===== src/rtl/pistormx_pkg.sv =====
// Shared types and constants for the Pi-to-68K transaction path.
// Latency: n/a (declarations only).
// Backpressure: n/a.
package pistormx_pkg;

    // 68K word-address width, A[23:1]
    localparam int PI_AW = 23;

    // Pi register select codes on PI_A
    localparam logic [1:0] REG_DATA    = 2'd0;
    localparam logic [1:0] REG_ADDR_LO = 2'd1;
    localparam logic [1:0] REG_ADDR_HI = 2'd2;
    localparam logic [1:0] REG_STATUS  = 2'd3;

    // STATUS read word bit positions, and the write-side clear bit
    localparam int ST_OVF_BIT     = 15;
    localparam int ST_FULL_BIT    = 14;
    localparam int ST_EMPTY_BIT   = 13;
    localparam int ST_CLR_OVF_BIT = 2;

    typedef struct packed {
        logic [PI_AW-1:0] a;    // word address A[23:1]
        logic [15:0]      d;    // write data
        logic             rw;   // 1 read, 0 write
        logic             sz;   // 1 byte, 0 word
        logic             a0;   // byte lane: 1 LDS, 0 UDS
    } txn_t;

    // Idle head value: a read with zero address so OP_RW reads 1 out of reset
    localparam txn_t TXN_IDLE = '{a: '0, d: '0, rw: 1'b1, sz: 1'b0, a0: 1'b0};

    function automatic logic [15:0] status_word(input logic       ovf,
                                                input logic       full,
                                                input logic       empty,
                                                input logic [3:0] cnt);
        return {ovf, full, empty, 9'b0, cnt};
    endfunction

endpackage


===== src/rtl/pi_wr_sync.sv =====
// Pi write strobe synchronizer with rising-edge commit pulse and registered A/D capture.
// Latency: commit_vld is high in the cycle after the 2nd clock edge past the strobe edge (state lands on the 3rd).
// Backpressure: none; the Pi must hold PI_A/PI_D_IN at least 3 clocks around the strobe.
// Ports: clk, rst_n, wr_async/a_async/d_async (Pi pins), commit_vld/commit_a/commit_d (core domain).
module pi_wr_sync (
    input  logic        clk,
    input  logic        rst_n,
    input  logic        wr_async,
    input  logic [1:0]  a_async,
    input  logic [15:0] d_async,
    output logic        commit_vld,
    output logic [1:0]  commit_a,
    output logic [15:0] commit_d
);

    logic        wr_s1;
    logic        wr_s2;
    logic        wr_s3;
    logic [1:0]  a_s1;
    logic [15:0] d_s1;

    // Address/data travel through the same two stages as the strobe so that
    // the captured values line up with the commit pulse.
    always_ff @(posedge clk or negedge rst_n) begin
        if (!rst_n) begin
            wr_s1    <= 1'b0;
            wr_s2    <= 1'b0;
            wr_s3    <= 1'b0;
            a_s1     <= '0;
            d_s1     <= '0;
            commit_a <= '0;
            commit_d <= '0;
        end else begin
            wr_s1    <= wr_async;
            wr_s2    <= wr_s1;
            wr_s3    <= wr_s2;
            a_s1     <= a_async;
            d_s1     <= d_async;
            commit_a <= a_s1;
            commit_d <= d_s1;
        end
    end

    assign commit_vld = wr_s2 & ~wr_s3;

endmodule


===== src/rtl/pi_txn_queue.sv =====
// Pi register capture and transaction queue feeding the 68K bus engine.
// Latency: head visible on OP_* in the cycle after the ADDR_HI commit; PI_TXN_IN_PROGRESS follows state by one register.
// Backpressure: OP_VALID/OP_READY handshake; a push into a full queue without a pop is dropped and sets sticky overflow.
// Ports: M68K_CLK/M68K_RESET_n; PI_A/PI_WR/PI_RD/PI_D_IN/PI_D_OUT/PI_D_OE/PI_TXN_IN_PROGRESS (Pi side);
//        OP_VALID/OP_READY/OP_A/OP_D/OP_RW/OP_SZ/OP_A0, RD_DONE/RD_DATA (bus engine side).
// Build option: POST_WRITE_EN -- when defined, writes are posted up to DEPTH deep; otherwise depth is 1.
module pi_txn_queue
    import pistormx_pkg::*;
#(
    parameter int DEPTH = 4,
    parameter int AW    = 23
) (
    input  logic          M68K_CLK,
    input  logic          M68K_RESET_n,
    input  logic [1:0]    PI_A,
    input  logic          PI_WR,
    input  logic          PI_RD,
    input  logic [15:0]   PI_D_IN,
    output logic [15:0]   PI_D_OUT,
    output logic          PI_D_OE,
    output logic          PI_TXN_IN_PROGRESS,
    output logic          OP_VALID,
    input  logic          OP_READY,
    output logic [AW-1:0] OP_A,
    output logic [15:0]   OP_D,
    output logic          OP_RW,
    output logic          OP_SZ,
    output logic          OP_A0,
    input  logic          RD_DONE,
    input  logic [15:0]   RD_DATA
);

    localparam int PW = $clog2(DEPTH);
    localparam int CW = PW + 1;
`ifdef POST_WRITE_EN
    localparam int EFF_DEPTH = DEPTH;
`else
    localparam int EFF_DEPTH = 1;
`endif
    localparam logic [CW-1:0] EFF_CNT = CW'(EFF_DEPTH);

    logic        commit_vld;
    logic [1:0]  commit_a;
    logic [15:0] commit_d;

    pi_wr_sync u_wr_sync (
        .clk        (M68K_CLK),
        .rst_n      (M68K_RESET_n),
        .wr_async   (PI_WR),
        .a_async    (PI_A),
        .d_async    (PI_D_IN),
        .commit_vld (commit_vld),
        .commit_a   (commit_a),
        .commit_d   (commit_d)
    );

    // Staging: ADDR_HI fields are taken straight from the commit word, so
    // only the DATA and ADDR_LO parts need holding between commits.
    logic [15:0] stage_d;
    logic [14:0] stage_lo;
    logic        stage_a0;

    txn_t          mem [DEPTH];
    logic [PW-1:0] wr_ptr;
    logic [PW-1:0] rd_ptr;
    logic [CW-1:0] count;
    logic [CW-1:0] count_nxt;
    logic [CW-1:0] rd_cnt;
    logic [CW-1:0] rd_cnt_nxt;
    logic          overflow;
    logic [15:0]   rd_latch;
    logic          txn_busy;
    logic          txn_nxt;

    txn_t head;
    txn_t push_txn;
    logic push_vld;
    logic push_ok;
    logic pop;
    logic full;
    logic empty;
    logic ovf_set;
    logic ovf_clr;
    logic rd_inc;
    logic rd_dec;

    assign head  = mem[rd_ptr];
    assign full  = (count == EFF_CNT);
    assign empty = (count == '0);

    assign OP_VALID = ~empty;
    assign OP_A     = head.a;
    assign OP_D     = head.d;
    assign OP_RW    = head.rw;
    assign OP_SZ    = head.sz;
    assign OP_A0    = head.a0;

    assign push_vld = commit_vld & (commit_a == REG_ADDR_HI);
    assign pop      = OP_VALID & OP_READY;
    // A pop in the same cycle frees the slot, so a full queue still accepts.
    assign push_ok  = push_vld & (~full | pop);
    assign ovf_set  = push_vld & full & ~pop;
    assign ovf_clr  = commit_vld & (commit_a == REG_STATUS) & commit_d[ST_CLR_OVF_BIT];
    assign rd_inc   = push_ok & push_txn.rw;
    assign rd_dec   = RD_DONE & (rd_cnt != '0);

    always_comb begin
        push_txn    = TXN_IDLE;
        push_txn.a  = {commit_d[7:0], stage_lo};
        push_txn.d  = stage_d;
        push_txn.rw = commit_d[9];
        push_txn.sz = commit_d[8];
        push_txn.a0 = stage_a0;
    end

    always_comb begin
        count_nxt = count;
        case ({push_ok, pop})
            2'b10:   count_nxt = count + CW'(1);
            2'b01:   count_nxt = count - CW'(1);
            default: count_nxt = count;
        endcase
        rd_cnt_nxt = rd_cnt;
        case ({rd_inc, rd_dec})
            2'b10:   rd_cnt_nxt = rd_cnt + CW'(1);
            2'b01:   rd_cnt_nxt = rd_cnt - CW'(1);
            default: rd_cnt_nxt = rd_cnt;
        endcase
        // Evaluated on next-state values so the registered flag tracks the
        // queue one cycle after the event that changes it.
`ifdef POST_WRITE_EN
        txn_nxt = (count_nxt == EFF_CNT) | (rd_cnt_nxt != '0);
`else
        txn_nxt = (count_nxt != '0) | (rd_cnt_nxt != '0);
`endif
    end

    always_ff @(posedge M68K_CLK or negedge M68K_RESET_n) begin
        if (!M68K_RESET_n) begin
            for (int i = 0; i < DEPTH; i++) begin
                mem[i] <= TXN_IDLE;
            end
            wr_ptr   <= '0;
            rd_ptr   <= '0;
            count    <= '0;
            rd_cnt   <= '0;
            overflow <= 1'b0;
            stage_d  <= '0;
            stage_lo <= '0;
            stage_a0 <= 1'b0;
            rd_latch <= '0;
            txn_busy <= 1'b0;
        end else begin
            if (commit_vld) begin
                case (commit_a)
                    REG_DATA: stage_d <= commit_d;
                    REG_ADDR_LO: begin
                        stage_lo <= commit_d[15:1];
                        stage_a0 <= commit_d[0];
                    end
                    default: ;
                endcase
            end
            if (push_ok) begin
                mem[wr_ptr] <= push_txn;
                wr_ptr      <= wr_ptr + PW'(1);
            end
            if (pop) begin
                rd_ptr <= rd_ptr + PW'(1);
            end
            count  <= count_nxt;
            rd_cnt <= rd_cnt_nxt;
            if (ovf_set) begin
                overflow <= 1'b1;
            end else if (ovf_clr) begin
                overflow <= 1'b0;
            end
            if (RD_DONE) begin
                rd_latch <= RD_DATA;
            end
            txn_busy <= txn_nxt;
        end
    end

    assign PI_TXN_IN_PROGRESS = txn_busy;

    // Pi read mux is purely combinational on the pins.
    assign PI_D_OE  = PI_RD & ((PI_A == REG_DATA) | (PI_A == REG_STATUS));
    assign PI_D_OUT = (PI_A == REG_STATUS) ? status_word(overflow, full, empty, 4'(count))
                                           : rd_latch;

endmodule


===== config.mk =====
export PLATFORM = sky130hd
export DESIGN_NAME = pi_txn_queue
export DESIGN_NICKNAME = d
export VERILOG_FILES = /design/src/rtl/pistormx_pkg.sv /design/src/rtl/pi_wr_sync.sv /design/src/rtl/pi_txn_queue.sv
export SDC_FILE = /design/constraint.sdc
export NUM_CORES = 1
export LEC_CHECK = 0
export CAP_MARGIN = 20
export CELL_PAD_IN_SITES_DETAIL_PLACEMENT = 0
export CELL_PAD_IN_SITES_GLOBAL_PLACEMENT = 1
export CORE_UTILIZATION = 30
export CTS_CLUSTER_DIAMETER = 60
export DETAILED_ROUTE_END_ITERATION = 10
export PLACE_DENSITY_LB_ADDON = 0.1
export SYNTH_ARGS = -nofsm -noshare
export SYNTH_HDL_FRONTEND = slang
export SYNTH_SLANG_ARGS = --single-unit

===== constraint.sdc =====
create_clock -name M68K_CLK -period 7 [get_ports M68K_CLK]
set_input_delay 1.75 -clock M68K_CLK [delete_from_list [all_inputs] [get_ports M68K_CLK]]
set_output_delay 1.75 -clock M68K_CLK [all_outputs]
set_load 0.02 [all_outputs]

==> metrics.csv, run 1 <==
stage;metric;value;unit
route;met2_length;13.3;mm
timing;hold_viol_final;0;
clock_tree;clock_sinks;267;
finish;layout.nets;800;
synth;synth.avg_cell_area;17.5;um^2
synth;synth_top_area_share;59.0;%
critical_path;r2r_start;count[0];
min_path;hp-class;register to register;
clock_tree;clock-root-buffer;clkbuf_16;
finish;final_cell_mix;dfrtp_1 (261), mux2_2 (174), clkdlybuf4s50_1 (99), mux2_4 (47), mux4_2 (42);
floorplanning;fp.dieArea;38000;um^2
synth;ys_types;35;
route;first_iter_violations;172;
critical_path;path_buf_inv;2;
critical_path;required;5.25;ns
critical_path;slowest_delay;0.59;ns
critical_path;r2r_slack;3.36;ns
placement;place.detailed.hpwl;15.0;mm
placement;place_area;12600;um^2
route;wl_met1;11.2;mm
global_route;track_usage;14.4;%
floorplanning;io_pins;101;
synth;synth.area.top_cells;dfrtp_1 (59%), mux2_2 (18%), mux4_2 (8.5%), mux2_4 (6.3%), buf_6 (1.6%);
pwr;ir_drop;0.140;mV
min_path;min_to;u_wr_sync.commit_a[1];
placement;gp_congestion;0.662;
synth;synth_warnings;0;
synth;synth_cells;638;
clock_tree;insertion_delay;0.51;ns
route;top_layer;met4;
critical_path;regToRegEndpoint;PI_TXN_IN_PROGRESS;
route;drc;0;
pwr;p_leak;6.22;nW
critical_path;rr_worst_depth;10;
clock_tree;cts_inserted_buffers;35;
global_route;grt_pass1_wl;41.5;mm
timing;fin_worst_skew;0.0134;ns
critical_path;cp.arrival;3.78;ns
critical_path;critPathMaxFanout;16;
critical_path;critical_path_class;primary input to primary output;
job;maxCapViolCount;0;
route;viasPerCell;4.74;
timing;setup_viol;0;
synth;netlist_area;11200;um^2
critical_path;crit_family;buffers and inverters;
route;wirelength;26.3;mm
clock_tree;cts-resized-gates;0;
floorplanning;dieHeight;195;um
critical_path;slowest_stage;ha_1;
finish;final_area;13700;um^2
placement;numPortBuffers;100;
critical_path;end_kind;primary output;
pwr;fin_total_pwr;6.12;mW
synth;synth_largest_area_cell;dfrtp_1;
timing;setup_slack;1.47;ns
synth;yosysSeqAreaShare;59.9;%
timing;fin_setup_tns;0;ns
clock_tree;cts_setup_buffers;0;
floorplanning;core_area;36600;um^2
timing;fin_crit_sh;79.0;%
critical_path;crit_path_frequent_cell;clkdlybuf4s50_1;
critical_path;start_kind;primary input;
run_status;outcome;completed;
route;num_vias;5888;
clock_tree;h-tree-depth;2;
global_route;grt_antenna_before_repair;0;
timing;rsz0062_at_grt;false;
timing;worstMarginPinSlew;0.970;ns
global_route;first_global_vias;6813;
route;antenna_left;0;
critical_path;worstPathCellList;clkdlybuf4s50_1 -> ha_1 -> mux2_2 -> clkdlybuf4s50_1;
finish;final_common_cell;dfrtp_1;
min_path;min_from;u_wr_sync.a_s1[1];
route;firstDrtPassIters;4;
synth;ys_ff_latch;267;
clock_tree;cts_buffer_depth;3;
timing;fmax;181;MHz
floorplanning;initial_utilization;30.5;%
global_route;grt-ovfl-total;0;
pwr;power.density;447;nW/um^2
global_route;grt_max_degree;147;
min_path;min_path_cells;0;
finish;area_delta_synth_final;22.6;%
route;post_drt_wl_per_cell;21.2;um
timing;finalMaxSlewViolations;0;
clock_tree;postCtsHoldBufs;0;
timing;period_needed;5.53;ns
clock_tree;cts_tree;yes;
route;wl_met3;1.04;mm
clock_tree;clk_pin_slew_worst_paths;0.06;ns
placement;pre_cts_slack;1.45;ns
floorplanning;die_w;195;um
timing;max-slew-margin-rel;35.3;%
synth;syn-num-nets;691;
floorplanning;rows;70;
finish;final_layout_size_suffix_gt1_share;43.1;%
-- registers in the layout, indices dropped and copies added (netlist names) --
register / cells
PI_TXN_IN_PROGRESS: 1
stage_d: 16
u_wr_sync.commit_d: 16
stage_a0: 1
u_wr_sync.a_s1: 2
u_wr_sync.wr_s2: 1
count: 3
u_wr_sync.commit_a: 2
rd_cnt: 3
mem: 168
wr_ptr: 2
rd_latch: 16
rd_ptr: 2
u_wr_sync.d_s1: 16
overflow: 1
u_wr_sync.wr_s3: 1
stage_lo: 15
u_wr_sync.wr_s1: 1
-- synth_stat cells --
master and count:
o2bb2ai_1 1, o21bai_1 1, and4bb_2 1, o31a_1 1, a31oi_1 1, or4_1 1, nor2b_1 14, nand3b_4 1
o21ai_0 4, mux2i_1 2, xnor2_1 5, mux2_4 47, buf_2 6, clkbuf_1 10, ha_1 12, fa_1 1
dfrtp_1 263, dfstp_2 4, nor2_1 1, inv_1 7, or3_1 1, nand2b_1 2, xor2_1 1, buf_6 16
nor4b_2 1, buf_1 1, nand2_4 4, nand3_1 1, mux2_2 174, a211oi_4 1, and3b_2 1, mux4_2 42
nand2_1 7, a22oi_1 1, o31ai_1 2
-- kinds of logic after synthesis --
kind of cell | after synthesis | share of synthesized area [%]
AOI/OAI and AO/OA | 12 | 0.841
and+or+nand+nor | 35 | 2.25
DFF | 267 | 59.9
buffers and inverters | 40 | 2.49
xor gates and xnor gates | 6 | 0.471
adders and majority gates | 13 | 1.52
muxes | 265 | 32.5
-- area by class of cell --
class                      count  area (um^2)
fill                        3398        22900
sequential                   267         6690
multi-input combinational    331         4210
timing repair buffer         105         1070
clock buffer                  56         1060
tap                          468          586
clock inverter                 6         41.3
inverter                       7         26.3
antenna                        1         2.50
-- routing by layer --
metal / vias to the layer above / track usage, %
met5: - / 0
met4: 0 / 5.72
met3: 55 / 3.18
met2: 125 / 24.4
met1: 3160 / 17.9
li1: 2548 / -
-- per-stage QoR --
stage,utilization (%),std cells,hold WS [ns]
2_1_floorplan,-,638,0.331
3_3_place_gp,34.3,1177,0.334
3_5_place_dp,34.3,1177,0.335
4_1_cts,37.3,1239,0.342
5_1_grt,37.4,1240,0.344
6_report,37.4,1241,0.343
-- how the worst max path moves through the flow --
stage / start / cells past startpoint / endpoint
after floorplan: PI_A[0] / 4 / PI_D_OUT[13]
after global placement: PI_A[0] / 4 / PI_D_OUT[14]
after detailed placement: PI_A[0] / 4 / PI_D_OUT[0]
after CTS: PI_A[0] / 4 / PI_D_OUT[0]
after global routing: PI_A[0] / 4 / PI_D_OUT[2]
final: PI_A[0] / 4 / PI_D_OUT[0]
-- worst reg2reg max path, stage by stage, from the launching register on --
cell	delay (ns)
dfrtp_1	0.43
inv_1	0.09
ha_1	0.22
nand2b_1	0.20
a211oi_4	0.65
nand2_1	0.13
ha_1	0.25
fa_1	0.44
mux2_2	0.29
or4_1	0.50
or3_1	0.32
-- power breakdown --
part           internal, mW  total, mW  leakage, nW  switching [mW]
clock                  1.03       1.69        0.527           0.656
sequential             2.07       2.45         3.37           0.375
combinational          1.17       1.98         2.33           0.811
total                  4.28       6.12         6.22            1.84
(Power assumes the default switching activity.)
==> run 2, diff against run 1 <==
- clock period: 7 -> 4.9 ns (I/O delays scaled with it)
==> run 2 against run 1 <==
Compared with the run above:
- die area unchanged
- cell count up 0.32%
- critical path depth unchanged
- setup slack worse by 1.1 ns
- count of clock-buffer cells in the layout down 2
- clock skew up 0.0032 ns
- flip-flop and latch count unchanged
- critical path type unchanged
==> metrics.csv, run 2 (synthesis results as in run 1) <==
stage;metric;value;unit
critical_path;critPathMaxFanout;16;
global_route;grt-ovfl-total;0;
route;drc;0;
pwr;p_leak;6.28;nW
timing;fmax;222;MHz
critical_path;crit_start;PI_A[0];
job;maxCapViolCount;0;
timing;fin_crit_sh;91.7;%
pwr;p_int;6.19;mW
timing;setup_viol;0;
clock_tree;h-tree-depth;2;
pwr;switchingPower;2.63;mW
critical_path;cp.arrival;3.27;ns
finish;layout.nets;805;
critical_path;worstPathCellList;clkdlybuf4s50_1 -> ha_1 -> mux2_2 -> clkdlybuf4s50_1;
clock_tree;clock_sinks;267;
timing;fin_setup_tns;0;ns
clock_tree;clk_pin_slew_worst_paths;0.06;ns
pwr;fin_total_pwr;8.82;mW
critical_path;crit_path_frequent_cell;clkdlybuf4s50_1;
route;wl_met3;1.19;mm
placement;numPortBuffers;100;
floorplanning;initial_utilization;30.5;%
finish;antenna_cells;0;
critical_path;start_kind;primary input;
global_route;first_global_vias;6932;
clock_tree;insertion_delay;0.51;ns
critical_path;crit_family;buffers and inverters;
placement;gp_congestion;0.671;
pwr;p_comb_share;31.9;%
timing;fin_worst_skew;0.0166;ns
critical_path;cp.depth;4;
floorplanning;io_pins;101;
finish;final_common_cell;dfrtp_1;
clock_tree;postCtsHoldBufs;0;
critical_path;end_kind;primary output;
route;viasPerCell;4.73;
run_status;outcome;completed;
route;antenna_left;0;
timing;worstMarginPinSlew;0.962;ns
clock_tree;cts_tree;yes;
clock_tree;cts_buffer_depth;3;
clock_tree;cts-resized-gates;0;
floorplanning;die_w;195;um
clock_tree;cts_inserted_buffers;35;
finish;area_delta_synth_final;23.2;%
route;top_layer;met4;
global_route;grt_max_degree;114;
global_route;track_usage;14.5;%
route;met2_length;12.9;mm
critical_path;slowest_delay;0.60;ns
placement;placedCellCount;1183;
route;wirelength;26.2;mm
min_path;hp-class;register to register;
placement;place_area;12600;um^2
pwr;p_sw_share;29.9;%
global_route;grt_antenna_before_repair;0;
critical_path;r2r_start;count[0];
critical_path;slowest_stage;ha_1;
critical_path;required;3.67;ns
timing;max-slew-margin-rel;35.9;%
critical_path;critical_path_class;primary input to primary output;
floorplanning;core_area;36600;um^2
floorplanning;dieHeight;195;um
floorplanning;rows;70;
clock_tree;cts_setup_buffers;0;
finish;final_layout_size_suffix_gt1_share;44.0;%
critical_path;r2r_slack;1.72;ns
route;firstDrtPassIters;4;
placement;place.detailed.hpwl;15.3;mm
pwr;p_clk_share;28.3;%
global_route;grt_pass1_wl;41.8;mm
finish;final_area;13800;um^2
clock_tree;clock-root-buffer;clkbuf_16;
timing;rsz0062_at_grt;false;
critical_path;regToRegEndpoint;PI_TXN_IN_PROGRESS;
route;num_vias;5884;
finish;instances_no_fill;1245;
timing;period_needed;4.50;ns
pwr;power.density;641;nW/um^2
critical_path;endpoint;PI_D_OUT[15];
critical_path;path_buf_inv;2;
critical_path;rr_worst_depth;10;
route;wl_met1;11.4;mm
pwr;seqPwrFrac;39.7;%
timing;holdWs;0.346;ns
finish;final_cell_mix;dfrtp_1 (261), mux2_2 (174), clkdlybuf4s50_1 (99), mux2_4 (47), mux4_2 (42);
route;first_iter_violations;172;
finish;largest_reg_flops;168;
finish;largest_register;mem;
finish;nFillCells;3402;
route;post_drt_wl_per_cell;21.0;um
pwr;ir_drop;0.230;mV
timing;finalMaxSlewViolations;0;
floorplanning;fp.dieArea;38000;um^2
timing;hold_viol_final;0;
[run 2: stage by stage]
| step | worst slack [ns] | utilization, % |
|---|---|---|
| 2_1_floorplan | 1.05 | - |
| 3_3_place_gp | 0.431 | 34.5 |
| 3_5_place_dp | 0.373 | 34.5 |
| 4_1_cts | 0.371 | 37.6 |
| 5_1_grt | 0.278 | 37.6 |
| 6_report | 0.405 | 37.6 |
[run 2: worst min path at each step]
stage                             from  depth (start not counted)                endpoint
global placement     u_wr_sync.d_s1[7]                          0   u_wr_sync.commit_d[7]
detailed placement  u_wr_sync.d_s1[11]                          0  u_wr_sync.commit_d[11]
finish                 u_wr_sync.wr_s1                          0         u_wr_sync.wr_s2
global route         u_wr_sync.d_s1[0]                          0   u_wr_sync.commit_d[0]
CTS                  u_wr_sync.a_s1[0]                          0   u_wr_sync.commit_a[0]
floorplan            u_wr_sync.a_s1[0]                          0   u_wr_sync.commit_a[0]
[run 2: layout make-up]
cell class              instances  area, um^2  share of cell area [%]
clock buffers                  54        1070                    7.78
clock inverters                 8        71.3                   0.518
inverters                       7        26.3                   0.191
multi-input cells             331        4210                    30.6
flip-flops and latches        267        6690                    48.6
well taps                     468         586                    4.26
repair buffers                110        1110                    8.04
[run 2: power groups by stage]
| stage | Sequential, mW | Combinational (mW) | Clock (mW) |
|---|---|---|---|
| floorplan | 3.26 | 1.97 | 0 |
| global placement | 3.48 | 2.84 | 0 |
| detailed placement | 3.55 | 2.88 | 0 |
| CTS | 3.52 | 2.90 | 2.59 |
| global route | 3.62 | 3.03 | 2.68 |
| finish | 3.51 | 2.82 | 2.50 |
[run 2: worst register-to-register path: stages, from the launching register on]
cell      delay, ns
dfrtp_1        0.44
inv_1          0.09
ha_1           0.21
nand2b_1       0.19
a211oi_4       0.29
nand2_1        0.09
ha_1           0.23
fa_1           0.44
mux2_2         0.28
or4_1          0.51
or3_1          0.30
[run 2: routing by layer]
layer	GRT usage (%)	up-vias
li1	-	2550
met1	18.6	3144
met2	24.0	138
met3	2.98	52
met4	5.16	0
met5	0	-
==> run 3, diff against run 2 <==
- GPL_TIMING_DRIVEN: default -> 1
- SYNTH_HIERARCHICAL: default -> 1
- clock period: 4.9 -> 5.8 ns (I/O delays scaled with it)
==> run 3 against run 2 <==
Compared with the run above:
- non-clock buffer count up 1
- core utilization up 0.64 points
- via count down 1.3%
- clock power down 11%
- power down 15%
- setup slack better by 0.48 ns
- first-iteration DRC count down 30%
- critical path depth unchanged
- critical endpoint unchanged
- largest cell class unchanged
==> metrics.csv, run 3 <==
stage;metric;value;unit
global_route;grt_pass1_wl;41.1;mm
finish;final_cell_mix;dfrtp_1 (261), mux2_2 (193), clkdlybuf4s50_1 (99), mux4_2 (42), clkbuf_16 (39);
synth;ys_types;33;
floorplanning;dieHeight;194;um
critical_path;r2r_start;count[0];
clock_tree;clk_pin_slew_worst_paths;0.06;ns
synth;synth_xor_xnor_area_share;0.475;%
placement;gp_congestion;0.708;
clock_tree;clock_sinks;267;
synth;synth_top_family_by_area;multiplexers;
critical_path;critical_path_class;primary input to primary output;
floorplanning;core_area;35900;um^2
critical_path;end_kind;primary output;
clock_tree;cts_setup_buffers;0;
timing;fin_setup_tns;0;ns
route;post_drt_wl_per_cell;20.6;um
synth;async_flop_share;100;%
synth;synth_edf_count;0;
timing;hold_viol_final;0;
synth;synth_cells;638;
finish;antenna_cells;0;
clock_tree;cts_tree;yes;
finish;area_delta_synth_final;24.0;%
pwr;p_sw_share;29.7;%
min_path;min_to;u_wr_sync/commit_d[4];
timing;rsz0062_at_grt;false;
critical_path;rr_worst_depth;10;
timing;worstMarginPinSlew;0.981;ns
synth;yosys.area_share.simple;2.14;%
route;viasPerCell;4.67;
placement;numPortBuffers;100;
timing;period_needed;4.92;ns
finish;layout.nets;809;
synth;yosysSeqAreaShare;60.4;%
clock_tree;insertion_delay;0.51;ns
route;firstDrtPassIters;4;
synth;synth_largest_area_cell;dfrtp_1;
critical_path;critPathMaxFanout;16;
floorplanning;rows;69;
synth;yosys.cell_count.top_type;dfrtp_1;
global_route;first_global_vias;6865;
critical_path;cp.arrival;3.47;ns
finish;largest_register;mem;
critical_path;required;4.35;ns
min_path;hp-class;register to register;
global_route;track_usage;14.1;%
synth;synth.avg_cell_area;17.4;um^2
critical_path;regToRegEndpoint;PI_TXN_IN_PROGRESS;
route;antenna_left;0;
clock_tree;h-tree-depth;2;
synth;ys_ff_latch;267;
finish;final_area;13700;um^2
timing;fin_crit_sh;84.7;%
clock_tree;cts_buffer_depth;3;
synth;synth_flop_cell;dfrtp_1;
global_route;grt_max_degree;113;
pwr;p_leak;6.22;nW
floorplanning;die_w;194;um
global_route;grt-ovfl-total;0;
pwr;power.density;547;nW/um^2
placement;place_area;12500;um^2
job;maxCapViolCount;0;
synth;synthAdderAreaFrac;1.54;%
pwr;seqPwrFrac;40.1;%
clock_tree;cts_inserted_buffers;37;
pwr;p_clk_share;29.8;%
finish;final_common_cell;dfrtp_1;
timing;fmax;203;MHz
min_path;min_path_cells;0;
clock_tree;clock-root-buffer;clkbuf_16;
min_path;min_from;u_wr_sync/d_s1[4];
synth;synth_warnings;6;
synth;synth.area.top_cells;dfrtp_1 (59%), mux2_2 (20%), mux4_2 (8.5%), mux2_4 (3.8%), buf_6 (1.6%);
placement;place.detailed.hpwl;15.4;mm
synth;syn-num-nets;691;
pwr;p_comb_share;30.2;%
synth;synth-compound-area-share;0.836;%
timing;holdWs;0.331;ns
pwr;ir_drop;0.186;mV
synth;yosys-top-cells-count;dfrtp_1 (263), mux2_2 (193), mux4_2 (42);
clock_tree;cts-resized-gates;0;
global_route;grt_antenna_before_repair;0;
timing;fin_worst_skew;0.0167;ns
route;drc;0;
synth;synth_top_area_share;59.5;%
route;first_iter_violations;120;
synth;netlist_area;11100;um^2
timing;max-slew-margin-rel;34.6;%
route;num_vias;5810;
clock_tree;postCtsHoldBufs;0;
pwr;switchingPower;2.23;mW
finish;largest_reg_flops;168;
floorplanning;io_pins;101;
timing;setup_viol;0;
synth;muxShareOfSynthArea;32.2;%
timing;finalMaxSlewViolations;0;
critical_path;r2r_slack;2.14;ns
run_status;outcome;completed;
floorplanning;fp.dieArea;37700;um^2
finish;final_util;38.2;%
route;wirelength;25.6;mm
critical_path;start_kind;primary input;
floorplanning;initial_utilization;30.8;%
pwr;fin_total_pwr;7.51;mW
pwr;p_int;5.28;mW
finish;final_layout_size_suffix_gt1_share;44.0;%
==> run 3: metrics by stage <==
step,std cells,setup WS [ns]
after floorplan,638,1.73
after global placement,1178,0.967
after detailed placement,1178,0.879
after CTS,1245,0.858
after global routing,1245,0.773
final,1245,0.885
==> run 3: worst max path at each step <==
stage	cells past startpoint	endpoint	slack, ns	startpoint
finish	4	PI_D_OUT[15]	0.88	PI_A[0]
global route	4	PI_D_OUT[15]	0.77	PI_A[0]
CTS	4	PI_D_OUT[14]	0.86	PI_A[0]
detailed placement	4	PI_D_OUT[14]	0.88	PI_A[0]
global placement	4	PI_D_OUT[1]	0.97	PI_A[0]
floorplan	8	PI_TXN_IN_PROGRESS	1.73	OP_READY
==> run 3: critical path, stage by stage <==
cell and delay, ns:
clkdlybuf4s50_1 0.48, ha_1 0.57, mux2_2 0.42, clkdlybuf4s50_1 0.54
==> run 3: area by class of cell <==
cell class	instances	area, um^2
Timing Repair Buffer	111	1090
Fill cell	3323	22200
Multi-Input combinational cell	332	4110
Clock inverter	12	136
Sequential cell	267	6690
Inverter	7	26.3
Tap cell	461	577
Clock buffer	55	1100
==> run 3: power groups by stage <==
stage	clock, mW	sequential [mW]	combinational (mW)
finish	2.23	3.01	2.27
global route	2.40	3.11	2.42
CTS	2.32	3.03	2.32
detailed placement	0	3.06	2.31
global placement	0	2.99	2.26
floorplan	0	2.75	1.63
==> run 3: layer usage <==
layer	vias up	track usage, %	wire length, um
met5	-	0	0
met4	0	3.62	416
met3	33	3.34	1190
li1	2563	-	-
met1	3097	17.7	11000
met2	117	24.4	13000
==> run 3: kinds of logic after synthesis <==
family / after synthesis
simple gates: 36
mux: 265
buf+inv: 39
flops: 267
compound gates: 12
xor+xnor: 6
fa+ha+maj: 13
